`src/rtl/led_display_pkg.sv`:
```
// -----------------------------------------------------------------------------
// led_display_pkg
//   Shared geometry and types for the HUB75 panel driver.
//   GL_NUM_COL_PIXELS : pixels per panel row (one shift per column)
//   rgb_row_t         : one display row, top and bottom halves, each with
//                       red/green/blue bit vectors indexed by column
//   GL_RGB_ROW_W      : flat width of rgb_row_t for port declarations
//   hub75_state_t     : driver FSM states
//   shift_row()       : moves every colour vector one column towards the MSB
// -----------------------------------------------------------------------------
package led_display_pkg;

    localparam int GL_NUM_COL_PIXELS = 64;

    typedef struct packed {
        logic [GL_NUM_COL_PIXELS-1:0] red;
        logic [GL_NUM_COL_PIXELS-1:0] green;
        logic [GL_NUM_COL_PIXELS-1:0] blue;
    } rgb_half_t;

    typedef struct packed {
        rgb_half_t top;
        rgb_half_t bot;
    } rgb_row_t;

    localparam int GL_RGB_ROW_W = $bits(rgb_row_t);

    typedef enum logic [2:0] {
        IDLE,
        SHIFT,
        BLANK,
        LATCH,
        SHOW
    } hub75_state_t;

    // The MSB of each vector is the column currently on the pins, so a left
    // shift presents the next lower column.
    function automatic rgb_row_t shift_row(input rgb_row_t r);
        rgb_row_t s;
        s.top.red   = r.top.red   << 1;
        s.top.green = r.top.green << 1;
        s.top.blue  = r.top.blue  << 1;
        s.bot.red   = r.bot.red   << 1;
        s.bot.green = r.bot.green << 1;
        s.bot.blue  = r.bot.blue  << 1;
        return s;
    endfunction

endpackage

```
`src/rtl/led_display_shift_clk_gen.sv`:
```
// -----------------------------------------------------------------------------
// led_display_shift_clk_gen
//   Generates the panel shift clock for one row of NUM_COLS columns.
//   Each column is SHIFT_CLK_DIV cycles low followed by SHIFT_CLK_DIV cycles
//   high. While enable_in is low the generator sits parked (sclk low, first
//   column), so a row always starts from a clean low phase.
//
//   clk_in      : system clock
//   reset_in    : synchronous, active-high reset
//   enable_in   : high for the whole shift phase of a row
//   sclk_out    : registered shift clock level
//   advance_out : one-cycle pulse on a falling sclk edge that has more
//                 columns after it (the data source steps to the next column)
//   done_out    : one-cycle pulse on the falling sclk edge of the last column
// -----------------------------------------------------------------------------
module led_display_shift_clk_gen #(
    parameter int SHIFT_CLK_DIV = 4,
    parameter int NUM_COLS      = 64
) (
    input  logic clk_in,
    input  logic reset_in,
    input  logic enable_in,
    output logic sclk_out,
    output logic advance_out,
    output logic done_out
);

    localparam int DIV_W = $clog2(SHIFT_CLK_DIV + 1);
    localparam int COL_W = (NUM_COLS > 1) ? $clog2(NUM_COLS) : 1;
    localparam logic [DIV_W-1:0] DIV_LAST = DIV_W'(SHIFT_CLK_DIV - 1);
    localparam logic [COL_W-1:0] COL_LAST = COL_W'(NUM_COLS - 1);

    logic [DIV_W-1:0] div_q, div_d;
    logic [COL_W-1:0] col_q, col_d;
    logic             sclk_q, sclk_d;
    logic             half_end;
    logic             fall;

    // NOTE: every signal written here gets a value before any branch, so no
    // path can leave it unassigned and infer a latch.
    always_comb begin
        half_end    = enable_in && (div_q == DIV_LAST);
        fall        = half_end && sclk_q;
        advance_out = fall && (col_q != '0);
        done_out    = fall && (col_q == '0);

        div_d  = div_q;
        sclk_d = sclk_q;
        col_d  = col_q;

        if (!enable_in) begin
            div_d  = '0;
            sclk_d = 1'b0;
            col_d  = COL_LAST;
        end else if (half_end) begin
            div_d  = '0;
            sclk_d = !sclk_q;
            // The column counter parks at 0 after the last column.
            if (advance_out) begin
                col_d = col_q - 1'b1;
            end
        end else begin
            div_d = div_q + 1'b1;
        end
    end

    // NOTE: state registers use non-blocking assignments so every flop samples
    // the pre-edge values, independent of statement order.
    always_ff @(posedge clk_in) begin
        if (reset_in) begin
            div_q  <= '0;
            sclk_q <= 1'b0;
            col_q  <= COL_LAST;
        end else begin
            div_q  <= div_d;
            sclk_q <= sclk_d;
            col_q  <= col_d;
        end
    end

    assign sclk_out = sclk_q;

endmodule

```
`src/rtl/led_display_hub75_driver.sv`:
```
// -----------------------------------------------------------------------------
// led_display_hub75_driver
//   Takes one row of pixels per valid/ready handshake and drives it onto a
//   HUB75 panel: shift all columns, blank, switch address, latch, then light
//   the row for the on-time. The previously latched row stays lit while the
//   next one is being shifted in.
//
//   Optional build macro LED_DISPLAY_BRIGHTNESS_EN adds brightness_in, which
//   scales the lit time to ((brightness_in + 1) * on-time) >> 4, minimum 1.
//
//   clk_in          : system clock
//   reset_in        : synchronous, active-high reset; blanks the panel
//   row_in          : rgb_row_t, column c of each vector is pixel c
//   row_valid_in    : row_in / row_address_in valid
//   row_ready_out   : driver idle and able to take a row (registered)
//   row_address_in  : panel row address for row_in
//   brightness_in   : (LED_DISPLAY_BRIGHTNESS_EN only) 0..15 lit-time scale
//   r1/g1/b1_out    : top-half colour data
//   r2/g2/b2_out    : bottom-half colour data
//   sclk_out        : panel shift clock, data sampled on its rising edge
//   latch_out       : panel latch strobe
//   oe_n_out        : panel output enable, active low
//   addr_out        : panel row address A..D
// -----------------------------------------------------------------------------
module led_display_hub75_driver
    import led_display_pkg::*;
#(
    parameter int SYS_CLK_FREQ  = 100_000_000,
    parameter int SIMULATION    = 0,
    parameter int SHIFT_CLK_DIV = 4,
    parameter int LATCH_CYCLES  = 2,
    parameter int ON_CYCLES     = 20_000
) (
    input  logic                    clk_in,
    input  logic                    reset_in,
    input  logic [GL_RGB_ROW_W-1:0] row_in,
    input  logic                    row_valid_in,
    output logic                    row_ready_out,
    input  logic [3:0]              row_address_in,
`ifdef LED_DISPLAY_BRIGHTNESS_EN
    input  logic [3:0]              brightness_in,
`endif
    output logic                    r1_out,
    output logic                    g1_out,
    output logic                    b1_out,
    output logic                    r2_out,
    output logic                    g2_out,
    output logic                    b2_out,
    output logic                    sclk_out,
    output logic                    latch_out,
    output logic                    oe_n_out,
    output logic [3:0]              addr_out
);

    localparam int          ON_LEN     = (SIMULATION != 0) ? 100 : ON_CYCLES;
    localparam logic [19:0] LATCH_LAST = 20'(LATCH_CYCLES - 1);

    if (SYS_CLK_FREQ < 1) begin : g_bad_freq
        $error("SYS_CLK_FREQ must be positive");
    end
    if (SHIFT_CLK_DIV < 1 || SHIFT_CLK_DIV > 255) begin : g_bad_div
        $error("SHIFT_CLK_DIV must be 1..255");
    end
    if (LATCH_CYCLES < 1 || LATCH_CYCLES > 15) begin : g_bad_latch
        $error("LATCH_CYCLES must be 1..15");
    end
    if (ON_LEN < 1 || ON_LEN > 1048575) begin : g_bad_on
        $error("ON_CYCLES must be 1..2^20-1");
    end

    hub75_state_t state_q, state_d;

    rgb_row_t    row_q, row_d;
    logic [3:0]  addr_cap_q, addr_cap_d;
    logic        lit_q, lit_d;
    logic [19:0] cnt_q, cnt_d;
    logic        ready_q, ready_d;
    logic        latch_q, latch_d;
    logic        oe_n_q, oe_n_d;
    logic [3:0]  addr_q, addr_d;

    logic        accept;
    logic        shift_advance;
    logic        shift_done;
    logic [19:0] show_len;

    assign accept = ready_q && row_valid_in;

    led_display_shift_clk_gen #(
        .SHIFT_CLK_DIV (SHIFT_CLK_DIV),
        .NUM_COLS      (GL_NUM_COL_PIXELS)
    ) u_shift_clk_gen (
        .clk_in      (clk_in),
        .reset_in    (reset_in),
        .enable_in   (state_q == SHIFT),
        .sclk_out    (sclk_out),
        .advance_out (shift_advance),
        .done_out    (shift_done)
    );

`ifdef LED_DISPLAY_BRIGHTNESS_EN
    logic [19:0] show_len_q, show_len_d;
    logic [19:0] scaled_len;

    always_comb begin
        // (b + 1) * ON_LEN never exceeds 16 * ON_LEN, so the shifted result
        // always fits back into 20 bits.
        scaled_len = 20'(((24'(brightness_in) + 24'd1) * 24'(ON_LEN)) >> 4);
        show_len_d = show_len_q;
        if (accept) begin
            show_len_d = (scaled_len == '0) ? 20'd1 : scaled_len;
        end
    end

    always_ff @(posedge clk_in) begin
        if (reset_in) begin
            show_len_q <= 20'(ON_LEN);
        end else begin
            show_len_q <= show_len_d;
        end
    end

    assign show_len = show_len_q;
`else
    assign show_len = 20'(ON_LEN);
`endif

    // State register.
    always_ff @(posedge clk_in) begin
        if (reset_in) begin
            state_q <= IDLE;
        end else begin
            state_q <= state_d;
        end
    end

    // Next-state logic. cnt_q restarts at 0 on entry to LATCH and SHOW.
    always_comb begin
        state_d = state_q;
        case (state_q)
            IDLE:    if (accept)                         state_d = SHIFT;
            SHIFT:   if (shift_done)                     state_d = BLANK;
            BLANK:                                       state_d = LATCH;
            LATCH:   if (cnt_q >= LATCH_LAST)            state_d = SHOW;
            SHOW:    if (cnt_q >= show_len - 20'd1)      state_d = IDLE;
            default:                                     state_d = IDLE;
        endcase
    end

    // Row data, address capture, lit flag and phase counter.
    always_comb begin
        row_d      = row_q;
        addr_cap_d = addr_cap_q;
        if (accept) begin
            row_d      = rgb_row_t'(row_in);
            addr_cap_d = row_address_in;
        end else if (shift_advance) begin
            // Steps on the falling sclk edge so data only moves while sclk is low.
            row_d = shift_row(row_q);
        end

        lit_d = lit_q || (state_d == SHOW);

        cnt_d = '0;
        if ((state_d == state_q) && (state_q == LATCH || state_q == SHOW)) begin
            cnt_d = cnt_q + 20'd1;
        end
    end

    // Output logic: panel controls are registered from the next state so they
    // switch cleanly with the state they belong to.
    always_comb begin
        ready_d = (state_d == IDLE);
        latch_d = (state_d == LATCH);
        case (state_d)
            SHOW:        oe_n_d = 1'b0;
            IDLE, SHIFT: oe_n_d = !lit_d;
            default:     oe_n_d = 1'b1;
        endcase
        // The address moves on the edge leaving BLANK: the panel was already
        // dark for the whole BLANK cycle and stays dark through LATCH.
        addr_d = (state_q == BLANK) ? addr_cap_q : addr_q;
    end

    always_ff @(posedge clk_in) begin
        if (reset_in) begin
            // NOTE: the row register is reset even though it is wide, because
            // its top column drives the colour pins directly.
            row_q      <= '0;
            addr_cap_q <= '0;
            lit_q      <= 1'b0;
            cnt_q      <= '0;
            ready_q    <= 1'b0;
            latch_q    <= 1'b0;
            oe_n_q     <= 1'b1;
            addr_q     <= '0;
        end else begin
            row_q      <= row_d;
            addr_cap_q <= addr_cap_d;
            lit_q      <= lit_d;
            cnt_q      <= cnt_d;
            ready_q    <= ready_d;
            latch_q    <= latch_d;
            oe_n_q     <= oe_n_d;
            addr_q     <= addr_d;
        end
    end

    assign row_ready_out = ready_q;
    assign latch_out     = latch_q;
    assign oe_n_out      = oe_n_q;
    assign addr_out      = addr_q;

    assign r1_out = row_q.top.red[GL_NUM_COL_PIXELS-1];
    assign g1_out = row_q.top.green[GL_NUM_COL_PIXELS-1];
    assign b1_out = row_q.top.blue[GL_NUM_COL_PIXELS-1];
    assign r2_out = row_q.bot.red[GL_NUM_COL_PIXELS-1];
    assign g2_out = row_q.bot.green[GL_NUM_COL_PIXELS-1];
    assign b2_out = row_q.bot.blue[GL_NUM_COL_PIXELS-1];

endmodule

```
`config.mk`:
```
export PLATFORM = sky130hd
export DESIGN_NAME = led_display_hub75_driver
export DESIGN_NICKNAME = d
export VERILOG_FILES = /design/src/rtl/led_display_pkg.sv /design/src/rtl/led_display_shift_clk_gen.sv /design/src/rtl/led_display_hub75_driver.sv
export SDC_FILE = /design/constraint.sdc
export NUM_CORES = 1
export LEC_CHECK = 0
export CORE_MARGIN = 2
export CORE_UTILIZATION = 50
export CTS_CLUSTER_SIZE = 16
export DETAILED_ROUTE_END_ITERATION = 12
export PLACE_DENSITY = 0.83
export RECOVER_POWER = 100
export REMOVE_ABC_BUFFERS = 1
export SETUP_SLACK_MARGIN = 0.15
export SLEW_MARGIN = 40
export SYNTH_ARGS = -nofsm -noshare
export SYNTH_HDL_FRONTEND = slang
export SYNTH_SLANG_ARGS = --single-unit
```
`constraint.sdc`:
```
create_clock -name clk_in -period 2.4 [get_ports clk_in]
set_input_delay 0.48 -clock clk_in [delete_from_list [all_inputs] [get_ports clk_in]]
set_output_delay 0.48 -clock clk_in [all_outputs]
set_load 0.01 [all_outputs]
```
Yosys cells after proc, flatten, opt, wreduce, memory -nomap -nowiden
Index checks and enable logic that the tools add are counted.
- add/sub/neg operators: 3
- $lt $le $gt $ge: 2
- eq/ne operators: 9
- muxes and demuxes: 8
- bitwise logic cells: 2
- reductions and logical operators: 20
- operators with widths (kind ; number):
    $mux 384 ; 2
    $add 20x1->20 const B ; 1
    $ge 20x1->1 const B ; 1
    $ge 20x15->1 const B ; 1
    $pmux 3 s5 ; 1
    $eq 3x2->1 const B ; 4
    $mux 3 ; 4
    $eq 3x1->1 const B ; 2
    $eq 3x3->1 const B ; 2
    $logic_and 1x1->1 ; 6
    $logic_not 3->1 ; 2
    $logic_not 6->1 ; 1
    $reduce_bool 6->1 ; 1
    $reduce_or 2->1 ; 3
    $sub 6x1->6 const B ; 1
    $add 3x1->3 const B ; 1
    $eq 3x3->1 ; 1
    $reduce_or 3->1 ; 1
    $logic_not 1->1 ; 2
    $logic_or 1x1->1 ; 2
    $not 1->1 ; 2
    $pmux 1 s2 ; 1
    $reduce_and 2->1 ; 1
    $reduce_bool 2->1 ; 1
- bits in registers: 429
- input port bits: 391
- output and inout port bits: 14
- word-level logic and storage cells: 61

Depth between registers and ports, before layout
- depth in word-level cells: 10
- mapped depth: 9
- depth with buffers taken out: 7

By module
Synthesis repeated with hierarchy kept, for this count alone.
- cell total of the unflattened synthesis: 1919
- area, all modules: 18601.6 um^2
- by module, submodules not included (module ; times used ; cells each ; area each (um^2) ; sequential area each (um^2)):
    led_display_hub75_driver ; 1 ; 1870 ; 18097.4 ; 8388.0
    led_display_shift_clk_gen ; 1 ; 49 ; 504.2 ; 200.2

Worst setup path after synthesis
No wires, ideal clock.
- kind: register -> register
- start point: register cnt_q[0]
- end point: register cnt_q[10]
- setup time: 0.064 ns
- arrival: 1.851 ns
- required time: 2.336 ns
- setup slack: 0.485 ns
- stages on the path, launching flop included: 8
- cell sequence: dfxtp_1 > ha_1 > nand4_1 > a311oi_1 > or4b_1 > a211o_1 > buf_6 > nor2_1
- cells in the longest elaborated chain, start to end: 7
- elaborated cells on any way between the ends: 10
- ends and longest elaborated chain (item ; RTL line ; RTL):
    start, declared ; led_display_hub75_driver.sv:76 ; logic [19:0] cnt_q, cnt_d;
    start signal, assigned ; led_display_hub75_driver.sv:201 ; cnt_q <= cnt_d;
    $ge 20x15->1 / $ge 20x1->1 (equally long branches) ; led_display_hub75_driver.sv:145, led_display_hub75_driver.sv:144 ;
    $mux 3 (on tied branches) ; led_display_hub75_driver.sv:145, led_display_hub75_driver.sv:144 ;
    $pmux 3 s5 ; led_display_hub75_driver.sv:140 ; case (state_q)
    $eq 3x3->1 ; led_display_hub75_driver.sv:165 ; if ((state_d == state_q) && (state_q == LATCH || state_q == SHOW)) begin
    $logic_and 1x1->1 ; led_display_hub75_driver.sv:165 ;
    $not 1->1 (no line) ; - ;
    $reduce_or 2->1 (no line) ; - ;
Parallel ways exist; a longest one is shown, timed or not.
A chain may end at the register's enable or synchronous reset.

Worst setup path in the final report
- start point: register state_q[0]
- end point: register row_q[294] (netlist bit)
- cells in the longest elaborated chain, start to end: 5
- ends and longest elaborated chain (item ; RTL line ; RTL):
    start, declared ; led_display_hub75_driver.sv:71 ; hub75_state_t state_q, state_d;
    start signal, assigned ; led_display_hub75_driver.sv:133 ; state_q <= state_d;
    $eq 3x1->1 ; led_display_hub75_driver.sv:95 ; .enable_in (state_q == SHIFT),
    $logic_and 1x1->1 ; led_display_shift_clk_gen.sv:42 ; half_end = enable_in && (div_q == DIV_LAST);
    $logic_and 1x1->1 ; led_display_shift_clk_gen.sv:43 ; fall = half_end && sclk_q;
    $logic_and 1x1->1 ; led_display_shift_clk_gen.sv:44 ; advance_out = fall && (col_q != '0);
    $reduce_bool 2->1 (no line) ; - ;
    end signal, assigned ; led_display_hub75_driver.sv:198 ; row_q <= row_d;
    end, declared ; led_display_hub75_driver.sv:73 ; rgb_row_t row_q, row_d;
No other way between the ends.

==> run summary <==
Final Net Count = 3040
CP Class = flop to flop
CP required = 2.80 ns
Commonest non-fill, non-tap cells in the layout = 780 x nand2_1, 429 x dfxtp_1, 408 x nor2_1
Syn_area_per_cell = 7.775 sq um
Worst-path fanout max = 21
Drt pass-1 iters = 5
Core ar. = 35570 sq um
Final hold vios = 0
RSZ-0062 raised after global routing = yes
Residual DRC = 0
Critical path's most frequent cell = buf_12
Pins Over Slew Limit = 0
Top-level port count = 405
Die area = 37720 sq um
CTS tree = yes
Total track usage = 26.15%
Row cnt = 69
Layout cell share with drive strength beyond 1 = 5.466%
Main synth FF type = dfxtp_1
Cell area after synthesis = 18090 sq um
WL final = 53.29 mm
WP buf/inv = 3
CTS Buf Count = 44
Sequential area share after synthesis = 47.47%
Remaining Overflow, GRT = 0
Clk pin slew, worst setup/hold paths = 0.06 ns
Status = completed
Initial antenna violation count = 0
Tcrit/Tclk final = 95.62%
CP endpoint kind = flop
Final setup TNS = 0 ns
Total clock sinks = 429
Yosys warnings = 0
Clock Path Buffers = 3
Critical path's slowest cell = or3b_1
Worst Hold Class = input pin to flop
Final ANT Viol Nets = 0
Max stage delay on crit path = 0.50 ns
Setup violators final = 0
Most common cell after layout, fill and taps aside = nand2_1
CTS HTree Levels = 2
Cells along the critical path = or3b_1 > a211oi_4 > buf_12 > buf_12 > buf_16 > nand2_1 > a311oi_1
Vias in the first global route = 17062
Port Buffers = 404
Clock latency on the worst-skew pair = 0.54 ns
Final cell count without fillers = 3132
Post-Place Cells = 3044
Power density cells = 682.9 nW/um^2
Least-Margin Pin Slew = 0.6268 ns
Asr flop ratio synth = 0%
Synth area leader = dfxtp_1
Initial Util = 50.87%
Crit start category = flop
HPWL after detailed placement = 34.83 mm
Seq cells post-synth = 429
Slew HR = 58.21%
Drt wl/cell = 17.01 um
Max cap viols = 0
Post-synth EDFFs = 0
First-pass GRT wire length = 83.75 mm
Fin crit period = 2.295 ns
Critical Path AT = 2.69 ns
1st-iter DRT viols = 1301
Worst R2R Setup Slack = 0.11 ns
Antenna fix cells = 0
Post-Syn Instances = 2327
Fmax achieved = 435.7 MHz
Distinct cell type count after synthesis = 40
Vias per inst = 5.767
Pin count of the biggest net entering global routing = 97
DIE HEIGHT = 194.2 um
Leakage = 8.619 nW
Routed via count = 18063
Die X-Extent = 194.2 um
Yosys top cell area share = 47.47%
Dominant cells by area after synthesis = dfxtp_1 47%, a311oi_1 18%, nand2_1 16%
Gpl congestion = 0.8807
Worst vdd ir = 0.0006520 V
Synth-to-layout area growth = 35.15%
Delay-heaviest family, CP = compound AO/OA/AOI/OAI gates
Worst Skew = 0.02071 ns
Clk root buf = clkbuf_16
[state kept, by name, summed over array words and instances (netlist names)]
register	count
u_shift_clk_gen.div_q	3
addr_cap_q	4
g2_out	1
oe_n_out	1
b1_out	1
row_q	378
r1_out	1
cnt_q	20
u_shift_clk_gen.sclk_out	1
lit_q	1
state_q	3
r2_out	1
g1_out	1
b2_out	1
u_shift_clk_gen.col_q	6
addr_out	4
row_ready_out	1
latch_out	1
[power by group]
part           switching [W]  total [W]  internal, W
combinational       0.000912    0.00198      0.00107
sequential          0.000281    0.00793      0.00765
clock                0.00273    0.00678      0.00405
total                0.00393     0.0167       0.0128
[metrics by stage]
stage	utilization (%)	total power (W)	setup WS (ns)	hold WS (ns)	cell area [sq um]
4_1_cts	68.19	0.01678	0.1481	0.4178	24250
2_1_floorplan	-	0.009240	-10.93	0.4031	17190
3_3_place_gp	64.03	0.009957	0.2778	0.4196	22780
3_5_place_dp	64.03	0.01002	0.1204	0.4452	22780
5_1_grt	68.74	0.01732	0.07657	0.4545	24450
6_report	68.74	0.01670	0.1051	0.4550	24450
[synthesized netlist by cell type (2+ instances only)]
master,count
nand2_1,782
dfxtp_1,429
nor2_1,408
a311oi_1,380
clkbuf_1,136
buf_2,78
a21oi_1,16
nand3_1,15
inv_1,10
xnor2_1,10
xor2_1,8
ha_1,7
and3_1,4
mux2i_1,4
nor3_1,4
a21o_1,3
nor4_1,3
a211o_1,2
and2_1,2
buf_1,2
nor3b_1,2
nor4_2,2
or3_1,2
or3b_1,2
[layer usage]
metal	track usage, %	share of wire (%)	vias to the layer above
met4	9.315	3.4	0
li1	-	-	8687
met3	5.027	8.4	123
met2	43.56	47	800
met1	33.82	41	8453
met5	0	0	-
[worst register-to-register path: stages, from the launching register on]
cell,delay (ns)
dfxtp_1,0.39
or3b_1,0.50
a211oi_4,0.25
buf_12,0.16
buf_12,0.16
buf_16,0.19
nand2_1,0.12
a311oi_1,0.39
[worst paths after layout]
| path | depth (start not counted) | to | start |
|---|---|---|---|
| hold reg to reg | 2 | addr_cap_q[3] | addr_cap_q[3] |
| hold / removal | 2 | state_q[2] | reset_in |
| setup reg to reg | 7 | row_q[294] | state_q[0] |
| setup / recovery | 7 | row_q[294] | state_q[0] |
[what timing repair did]
action	CTS	global route
pin swaps	1	1
buffers inserted	0	6
hold buffers	0	0
setup endpoints to repair	31	270
gates cloned	1	6
gates resized for setup	4	19
[area by class of cell]
class                   count  area [sq um]
flip-flops and latches    429          8588
multi-input cells        1675          8589
well taps                 461         576.8
clock inverters            12         167.7
inverters                  10         37.54
clock buffers              63          1254
fillers                  2770         11120
repair buffers            482          5238
[cells by family after synthesis]
group           share of synthesized area, %
fa+ha+maj                             0.4841
compound gates                         19.24
buf+inv                                5.290
simple gates                           26.40
other cells                          0.02073
mux                                   0.2213
flops                                  47.47
xor+xnor                              0.8714
No activity file was read; power rests on OpenSTA's default activity.
==> RTL change, RTL diff (same flow settings) <==
Take the reset off `addr_cap_q` and `addr_q` and load them in a clocked block of their own.
--- a/src/rtl/led_display_hub75_driver.sv
+++ b/src/rtl/led_display_hub75_driver.sv
@@ -187,23 +187,24 @@
             // NOTE: the row register is reset even though it is wide, because
             // its top column drives the colour pins directly.
             row_q      <= '0;
-            addr_cap_q <= '0;
             lit_q      <= 1'b0;
             cnt_q      <= '0;
             ready_q    <= 1'b0;
             latch_q    <= 1'b0;
             oe_n_q     <= 1'b1;
-            addr_q     <= '0;
         end else begin
             row_q      <= row_d;
-            addr_cap_q <= addr_cap_d;
             lit_q      <= lit_d;
             cnt_q      <= cnt_d;
             ready_q    <= ready_d;
             latch_q    <= latch_d;
             oe_n_q     <= oe_n_d;
-            addr_q     <= addr_d;
-        end
+        end
+    end
+
+    always_ff @(posedge clk_in) begin
+        addr_cap_q <= addr_cap_d;
+        addr_q     <= addr_d;
     end
 
     assign row_ready_out = ready_q;
Function: no difference found for any inputs over 4 cycles, from zero or initial values and one cycle with reset_in high; that may be too few to reach the edited logic, so the function may still have changed.
==> RTL change against the original RTL <==
Cell area rose by 1.3%; setup slack improved by 0.054 ns; highest routed layer unchanged; die area barely moved; global-route usage rose by 0.11 points; synthesized area barely moved; via count rose by 0.29%; fmax rose by 2.4%; critical endpoint is now row_q[299]; sequential cell count did not move; largest power group unchanged; wire length rose by 3.1%; total power fell by 0.21%.
==> RTL change: results (changes against the original RTL) <==
CTS:
- The later-pin clock latency in the skew report is 0.54 ns (about the same).
- The CTS H-tree depth came to 2 (unchanged).
- The maximum clock insertion buffer count is 3 (unchanged).
- The total CTS buffers is 45 (was 44).
- The count of buffers added by post-CTS timing repair for setup is 3 (was 0).

Global routing:
- The global-route wire length before repair is 83580 um (was 83750 um).
- The via count of the first global-routing pass is 16830 (was 17060).
- The total routing resource utilization after global routing is 26.26% (was 26.15%).
- The maximum number of pins on one net before global-route repair came to 124 (was 97).

Yosys:
- The number of enable-type register cells in the synthesized netlist is 8 (was 0).
- Cell types with the highest counts after synthesis: nand2_1 (775), dfxtp_1 (421), nor2_1 (405), a311oi_1 (379), clkbuf_1 (149) (was nand2_1 (782), dfxtp_1 (429), nor2_1 (408), a311oi_1 (380), clkbuf_1 (136)).
- The distinct cell type count after synthesis is 41 (was 40).
- The total number of yosys warnings is 0 (unchanged).
- Cells taking the most area after synthesis: dfxtp_1 (47%), a311oi_1 (18%), nand2_1 (16%), nor2_1 (8.4%), clkbuf_1 (3.1%) (was dfxtp_1 (47%), a311oi_1 (18%), nand2_1 (16%), nor2_1 (8.5%), clkbuf_1 (2.8%)).
- The flip-flop cell with the highest count after synthesis is dfxtp_1 (unchanged).
- The sequential fraction of the synthesis area is 47.92% (was 47.47%).

Timing:
- The post-route worst hold slack was 0.3924 ns (was 0.4550 ns).
- The transition at the pin with the smallest max-transition slack is 0.7162 ns (was 0.6268 ns).
- The post-route clock period utilization was 93.36% (was 95.62%).
- The largest clock skew in the final design was 0.009160 ns (was 0.02071 ns).

Critical path:
- The worst endpoint data arrival time was 2.66 ns (was 2.69 ns).
- The slowest stage cell on the critical path is dfxtp_1 (was or3b_1).
- The worst-path maximum fanout came to 11 (was 21).
- The largest incremental delay on the critical path came to 0.33 ns (was 0.50 ns).
- The register-to-register setup slack came to 0.16 ns (was 0.11 ns).

Routing:
- The average via count per standard cell is 5.815 (was 5.767).
- The number of detailed-route iterations in the first pass is 5 (unchanged).
- The final routed wirelength across all metal layers is 54920 um (was 53290 um).
- The count of routing violations after the opening detailed-route iteration is 1701 (was 1301).

Placement:
- The pre-CTS setup slack is 0.1340 ns (was 0.1204 ns).
- The final RePlAce weighted congestion is 0.8832 (was 0.8807).
- The number of I/O port buffers is 404 (unchanged).
- The estimated wirelength of the detail-placed design came to 34930 um (was 34830 um).

Power and ir drop:
- The peak ir drop on the vdd network is 0.6018 mV (was 0.6520 mV).
- The clock network power consumption is 6730 uW (was 6780 uW).
- The switching power share of the total is 23.90% (was 23.52%).
- The leakage power of the design was 0.008643 uW (was 0.008619 uW).

Outcome:
- Outcome: finished, final reports clean (unchanged).

Final layout:
- The final net count is 3027 (was 3040).
- The ratio of cells with drive above 1 in the final layout was 7.573% (was 5.466%).
## RTL change: cell count changes in the layout (fill, tap and decap cells not counted), moves of 6 or more
cell	change
dfxtp_1	-8
buf_12	-7
nand2_1	-6
a311oi_1	-49
buf_6	+7
a311oi_2	+48
a21oi_1	-7
edfxtp_1	+8
## RTL change: final cells by class
type                            count  area [um2]
Timing Repair Buffer              487        5295
Sequential cell                   429        8668
Clock inverter                      8       68.82
Multi-Input combinational cell   1657        8783
Tap cell                          461       576.8
Clock buffer                       64        1340
Inverter                            9       33.78
Fill cell                        2652       10800
## RTL change: metrics by stage
step           instance area, um2  power, uW  cells
2_1_floorplan               17160       9207   2095
3_3_place_gp                22710       9909   3027
3_5_place_dp                22710       9967   3027
4_1_cts                     24220      16650   3104
5_1_grt                     24770      17210   3115
6_report                    24770      16660   3115
## RTL change: cells by family (layout without fill, tap and decap cells)
group                    after synthesis  count (layout)  share of synthesized area (%)
AND/OR/NAND/NOR                     1230            1230                          26.31
flip-flops                           429             429                          47.92
AO/OA/AOI/OAI                        398             398                          19.04
buffers and inverters                224             568                          5.402
XOR/XNOR                              17              17                         0.8231
adder cells (fa/ha/maj)                7               7                         0.4841
other                                  1               5                        0.02073
## RTL change: final timing paths
| kind | start | to | depth (start not counted) |
|---|---|---|---|
| worst max-delay path | u_shift_clk_gen.div_q[0] | row_q[299] | 9 |
| worst min register to register | addr_cap_q[2] | addr_out[2] | 0 |
| worst max register to register | u_shift_clk_gen.div_q[0] | row_q[299] | 9 |
| worst min-delay path | reset_in | b1_out | 2 |
## RTL change: layer usage
metal	global-route usage (%)	up-vias	wire [um]	part of all wire [%]
met4	9.035	0	1581	2.9
met2	43.48	822	26170	48
met1	34.73	8531	22940	42
li1	-	8654	-	-
met5	0	-	0	0
met3	4.383	108	4230	7.7
